==> config.mk <==
export PLATFORM = sky130hd
export DESIGN_NAME = rx_iq_packer_flat
export DESIGN_NICKNAME = d
export VERILOG_FILES = /design/src/rtl/rx_iq_packer_if.sv /design/src/rtl/rx_iq_packer.sv /design/src/flat_wrapper.sv
export SDC_FILE = /design/constraint.sdc
export NUM_CORES = 1
export LEC_CHECK = 0
export CORE_ASPECT_RATIO = 0.7
export CORE_MARGIN = 10
export CORE_UTILIZATION = 39
export DETAILED_ROUTE_END_ITERATION = 16
export PLACE_DENSITY = 0.52
export SYNTH_ARGS = -nofsm -noshare
export SYNTH_HDL_FRONTEND = slang
export SYNTH_SLANG_ARGS = --single-unit
==> constraint.sdc <==
create_clock -name clock -period 12.8 [get_ports clock]
set_input_delay 2.56 -clock clock [delete_from_list [all_inputs] [get_ports clock]]
set_output_delay 2.56 -clock clock [all_outputs]
set_load 0.02 [all_outputs]
==> src/rtl/rx_iq_packer_if.sv <==
// I/Q sample input and byte-stream output bundle for rx_iq_packer.
// The slave modport is the packer side, master is the receiver/packetiser side.
interface rx_iq_packer_if;
    logic        in_strobe;
    logic [23:0] in_I;
    logic [23:0] in_Q;
    logic [7:0]  out_data;
    logic        out_valid;
    logic        out_ready;
    logic        out_first;
    logic        out_last;

    modport master (
        output in_strobe,
        output in_I,
        output in_Q,
        output out_ready,
        input  out_data,
        input  out_valid,
        input  out_first,
        input  out_last
    );

    modport slave (
        input  in_strobe,
        input  in_I,
        input  in_Q,
        input  out_ready,
        output out_data,
        output out_valid,
        output out_first,
        output out_last
    );
endinterface

==> src/rtl/rx_iq_packer.sv <==
// Buffers strobed 24-bit I/Q pairs in a FIFO and emits each as six big-endian bytes
// (I MSB first, then Q) on a valid/ready stream; dropped pairs are flagged and counted.
module rx_iq_packer #(
    parameter int unsigned DEPTH = 16,
    parameter int unsigned AW    = 4
) (
    input  logic            clock,
    input  logic            reset,
    rx_iq_packer_if.slave   bus,
    output logic [AW:0]     level,
    output logic            overflow,
    output logic [15:0]     overflow_count,
    input  logic            clear_overflow
);

    localparam logic [0:0]  StIdle    = 1'b0;
    localparam logic [0:0]  StSend    = 1'b1;
    localparam logic [AW:0] FullLevel = (AW + 1)'(DEPTH);

    logic [47:0]   mem [DEPTH];
    logic [AW-1:0] wr_ptr_q;
    logic [AW-1:0] rd_ptr_q;
    logic [AW:0]   level_q, level_d;
    logic [0:0]    state_q, state_d;
    logic [2:0]    idx_q, idx_d;
    logic [47:0]   shreg_q, shreg_d;
    logic          overflow_q;
    logic [15:0]   overflow_count_q;

    logic full;
    logic push;
    logic drop;
    logic pop;
    logic hshake;
    logic last_byte;

    always_comb begin
        full      = (level_q == FullLevel);
        push      = bus.in_strobe && !full;
        drop      = bus.in_strobe && full;
        hshake    = (state_q == StSend) && bus.out_ready;
        last_byte = (idx_q == 3'd5);
    end

    // Serialiser: the head byte always sits in shreg_q[47:40]; a handshake shifts the next one up.
    always_comb begin
        state_d = state_q;
        idx_d   = idx_q;
        shreg_d = shreg_q;
        pop     = 1'b0;
        case (state_q)
            StIdle: begin
                if (level_q != '0) begin
                    pop     = 1'b1;
                    shreg_d = mem[rd_ptr_q];
                    idx_d   = 3'd0;
                    state_d = StSend;
                end
            end
            StSend: begin
                if (hshake) begin
                    if (!last_byte) begin
                        idx_d   = idx_q + 3'd1;
                        shreg_d = {shreg_q[39:0], 8'h00};
                    end else if (level_q != '0) begin
                        // Back-to-back pairs: reload without an idle bubble.
                        pop     = 1'b1;
                        shreg_d = mem[rd_ptr_q];
                        idx_d   = 3'd0;
                    end else begin
                        shreg_d = '0;
                        idx_d   = 3'd0;
                        state_d = StIdle;
                    end
                end
            end
            default: begin
                state_d = StIdle;
                idx_d   = 3'd0;
                shreg_d = '0;
            end
        endcase
    end

    always_comb begin
        level_d = level_q + {{AW{1'b0}}, push} - {{AW{1'b0}}, pop};
    end

    // Storage has no reset; the pointers and level define what is valid.
    always_ff @(posedge clock) begin
        if (push) begin
            mem[wr_ptr_q] <= {bus.in_I, bus.in_Q};
        end
    end

    always_ff @(posedge clock) begin
        if (reset) begin
            wr_ptr_q <= '0;
            rd_ptr_q <= '0;
            level_q  <= '0;
            state_q  <= StIdle;
            idx_q    <= 3'd0;
            shreg_q  <= '0;
        end else begin
            if (push) begin
                wr_ptr_q <= wr_ptr_q + 1'b1;
            end
            if (pop) begin
                rd_ptr_q <= rd_ptr_q + 1'b1;
            end
            level_q <= level_d;
            state_q <= state_d;
            idx_q   <= idx_d;
            shreg_q <= shreg_d;
        end
    end

    // A drop in the same cycle as a clear wins, leaving exactly one counted drop.
    always_ff @(posedge clock) begin
        if (reset) begin
            overflow_q       <= 1'b0;
            overflow_count_q <= 16'h0000;
        end else if (drop) begin
            overflow_q <= 1'b1;
            if (clear_overflow) begin
                overflow_count_q <= 16'h0001;
            end else if (overflow_count_q != 16'hFFFF) begin
                overflow_count_q <= overflow_count_q + 16'h0001;
            end
        end else if (clear_overflow) begin
            overflow_q       <= 1'b0;
            overflow_count_q <= 16'h0000;
        end
    end

    always_comb begin
        bus.out_valid  = (state_q == StSend);
        bus.out_data   = shreg_q[47:40];
        bus.out_first  = (state_q == StSend) && (idx_q == 3'd0);
        bus.out_last   = (state_q == StSend) && last_byte;
        level          = level_q;
        overflow       = overflow_q;
        overflow_count = overflow_count_q;
    end

endmodule

==> src/flat_wrapper.sv <==
// flat-port wrapper written by rule: the top's interface ports become plain ports
module rx_iq_packer_flat 
#(
    parameter int unsigned DEPTH = 16,
    parameter int unsigned AW    = 4
)
  (clock, reset, level, overflow, overflow_count, clear_overflow, bus_in_strobe, bus_in_I, bus_in_Q, bus_out_ready, bus_out_data, bus_out_valid, bus_out_first, bus_out_last);
  rx_iq_packer_if bus_i ();
  input  logic clock;
  input  logic reset;
  output logic [AW:0] level;
  output logic overflow;
  output logic [15:0] overflow_count;
  input  logic clear_overflow;
  input wire logic [$bits(bus_i.in_strobe)-1:0] bus_in_strobe;
  input wire logic [$bits(bus_i.in_I)-1:0] bus_in_I;
  input wire logic [$bits(bus_i.in_Q)-1:0] bus_in_Q;
  input wire logic [$bits(bus_i.out_ready)-1:0] bus_out_ready;
  output wire logic [$bits(bus_i.out_data)-1:0] bus_out_data;
  output wire logic [$bits(bus_i.out_valid)-1:0] bus_out_valid;
  output wire logic [$bits(bus_i.out_first)-1:0] bus_out_first;
  output wire logic [$bits(bus_i.out_last)-1:0] bus_out_last;
  assign bus_i.in_strobe = bus_in_strobe;
  assign bus_i.in_I = bus_in_I;
  assign bus_i.in_Q = bus_in_Q;
  assign bus_i.out_ready = bus_out_ready;
  assign bus_out_data = bus_i.out_data;
  assign bus_out_valid = bus_i.out_valid;
  assign bus_out_first = bus_i.out_first;
  assign bus_out_last = bus_i.out_last;
  rx_iq_packer #(.DEPTH(DEPTH), .AW(AW)) u_core (.clock(clock), .reset(reset), .bus(bus_i), .level(level), .overflow(overflow), .overflow_count(overflow_count), .clear_overflow(clear_overflow));
endmodule
==> results.md <==
* Outcome: completed
* Final WS setup at 7.014 ns
* Total wire length at 80140 um
* R2R Path End: u_core.mem[7][46]
* Max Clock Freq at 172.8 MHz
* Post-synth ARST share at 0
* R2R depth at 6
* Clock sink count at 854
* CTS-repair resized insts at 0
* Slew Limit Fails at 0
* Mean Syn Cell Area at 20.19 sq um
* GRT Total Usage at 0.1632
* Synth Flop Type: edfxtp_1
* GRT overflow at 0
* Initial Util at 0.3957
* Unrepaired setup endpoints after global routing: false
* Tmin final at 5.786 ns
* Num ports at 86
* Fin util at 0.4542
* Core ar. at 82800 sq um
* WP data arrival at 6.06 ns
* Antenna violations before repair at 1
* RePlAce Congestion at 0.7610
* Setup TNS at 0 ns
* CTS Hold Bufs at 0
* Max-Cap Viols at 0
* Unique masters post-synth at 54
* EDFF count, synth at 768
* Setup WS pre-CTS at 6.345 ns
* Pin count of the biggest net entering global routing at 88
* Port bufs at 85
* ANT nets after route at 0
* H-tree lvl count at 3
* TritonCTS Buffers at 83
* Drt pass-1 iters at 5
* Max clock buf depth at 3
* Slew headroom at 0.1762
* Setup bufs post-CTS at 0
* TritonCTS clock tree: yes
* Uppermost layer routed: met5
* DRC errors left at 0
* Clock-pin slew on the worst setup and hold paths at 0.06 ns
* Mapped cell area at 32760 sq um
* Worst R2R Setup Slack at 8.70 ns
* FP Rows at 88
* Ys Warns at 0
* Seq/Total Area, Yosys at 0.7565
* Vias at 16.17k
* Worst Hold Slack at 0.4657 ns
* Period utilisation layout at 0.4521
* Worst Setup EP: u_core.mem[7][46]
* CTS Root Buffer Type: clkbuf_16
* Crit path from: bus_in_strobe
* Vias/cell at 5.530
* Pwr dens at 191.9 nW/um^2
* Synth Register Bits at 854
* Critical path endpoint category: flop
* Syn_nets at 1689
* Reg-to-Reg Start: u_core.level[2]
* First-pass GRT wire length at 117100 um
* Met2 routed WL at 36180 um
* Area of the die at 96180 sq um
* CP max FO at 26
* Avg WL per Cell at 27.41 um
* Static Leakage at 0.01159 uW
* Final setup vio count at 0
* Clock Skew at 0.02786 ns
* Worst hold path class: flop to flop
* Final Hold Vio Count at 0
* Maximum VDD drop at 0.1329 mV
* Tightest Pin Transition at 1.230 ns
* Setup crit start kind: input port
* Worst skew pair latency at 0.65 ns
* Final nets at 1796
* Die extent in x at 366.4 um
* Data required, critical path at 13.08 ns
* Cells after synthesis at 1623
* Area Growth Syn to Fin at 14.79%
* Met3 wire length at 4702 um
* Share of layout cells above drive strength 1 at 0.2268
* Fillers at 7021
* M1 wire length at 37830 um
* DRT iter0 DRCs at 1597
* Kind of critical path: input port to flop
* Die Span Y at 262.5 um
* Vias in the first global route at 16.21k
* Dpl hpwl at 45820 um
* Diode count at 0
[cell families (layout without fill, tap and decap cells)]
group | count (synthesis) | after routing | synth area share
simple gates | 219 | 219 | 0.03151
mux | 232 | 232 | 0.1450
fa+ha+maj | 13 | 13 | 0.005194
buf+inv | 112 | 288 | 0.01684
xor+xnor | 18 | 18 | 0.004812
flops | 854 | 854 | 0.7565
compound gates | 175 | 175 | 0.04014
[worst min-delay path by stage]
| stage | start | end | slack (ns) | depth (start not counted) |
|---|---|---|---|---|
| global placement | u_core.shreg_q[0] | u_core.shreg_q[0] | 0.44 | 1 |
| CTS | u_core.shreg_q[1] | u_core.shreg_q[1] | 0.47 | 1 |
| finish | u_core.shreg_q[5] | u_core.shreg_q[5] | 0.47 | 1 |
| floorplan | u_core.shreg_q[2] | u_core.shreg_q[2] | 0.43 | 1 |
| detailed placement | u_core.shreg_q[1] | u_core.shreg_q[1] | 0.45 | 1 |
| global route | u_core.shreg_q[5] | u_core.shreg_q[5] | 0.49 | 1 |
[cell usage after synthesis (all sizes together), types with 3 or more instances]
cell | number | area (sq um)
xor2 | 5 | 43.79
dfxtp | 86 | 1722
buf | 57 | 345.3
inv | 14 | 52.55
nor4 | 6 | 52.55
a22oi | 69 | 518.0
a221oi | 29 | 291.5
edfxtp | 768 | 23060
nand2 | 43 | 161.4
xnor2 | 13 | 113.9
nor2b | 6 | 37.54
and2 | 3 | 18.77
nor2 | 89 | 334.1
nand4 | 6 | 43.79
mux4 | 192 | 4324
o22ai | 9 | 56.30
or3 | 3 | 18.77
a21o | 10 | 75.07
o21ai | 6 | 30.02
mux2i | 18 | 180.2
nand3 | 9 | 50.05
a211oi | 16 | 125.1
nor3 | 40 | 200.2
ha | 12 | 150.1
mux2 | 22 | 247.7
a21oi | 22 | 110.1
a31oi | 4 | 25.02
nand2b | 5 | 31.28
clkbuf | 41 | 153.9
[per-stage QoR]
step	instance area [sq um]	power, uW	cells
detailed placement	34960	4898	2770
global route	37610	7526	2924
floorplan	32760	4412	1623
finish	37610	7216	2924
global placement	34960	4886	2770
CTS	37610	7300	2924
[cells in the final DEF (no fill, tap or decap), drive strengths merged, types with 30 or more instances in the layout]
master	n
edfxtp	768
clkdlybuf4s50	84
mux4	192
a22oi	69
nor2	89
clkinv	30
nor3	40
clkbuf	116
buf	36
dfxtp	86
nand2	43
[where the power goes]
part / leakage, uW / internal, uW / switching (uW)
logic: 0.00264 / 673 / 798
clock network: 0.00130 / 1350 / 1050
registers: 0.00764 / 3200 / 147
total: 0.0116 / 5220 / 1990
[registers in the layout (all words and copies together), names as in the netlist, named ones only]
signal                 flops
u_core.wr_ptr_q            4
u_core.rd_ptr_q            4
u_core.overflow_count     16
u_core.shreg_q            48
u_core.idx_q               3
u_core.level               5
u_core.overflow            1
u_core.bus.out_valid       1
u_core.mem               768
[final cells by class]
cell class	instances	area [sq um]	area share
Sequential cell	854	24800	0.6594
Multi-Input combinational cell	657	7585	0.2017
Clock buffer	116	2316	0.06158
Tap cell	1125	1408	0.03743
Timing Repair Buffer	120	1121	0.02981
Clock inverter	38	329.1	0.008749
Inverter	14	52.55	0.001397
[per-layer routing]
metal,vias to the layer above,GRT usage
li1,6921,-
met1,8654,0.2453
met2,499,0.2431
met3,93,0.03197
met4,2,0.03748
met5,-,0
[critical path, stage by stage]
cell             delay (ns)
clkdlybuf4s50_1        0.52
inv_1                  0.05
a31oi_1                0.88
nand2_1                0.52
nor2_4                 0.90
buf_4                  0.59
(Power assumes the default switching activity.)
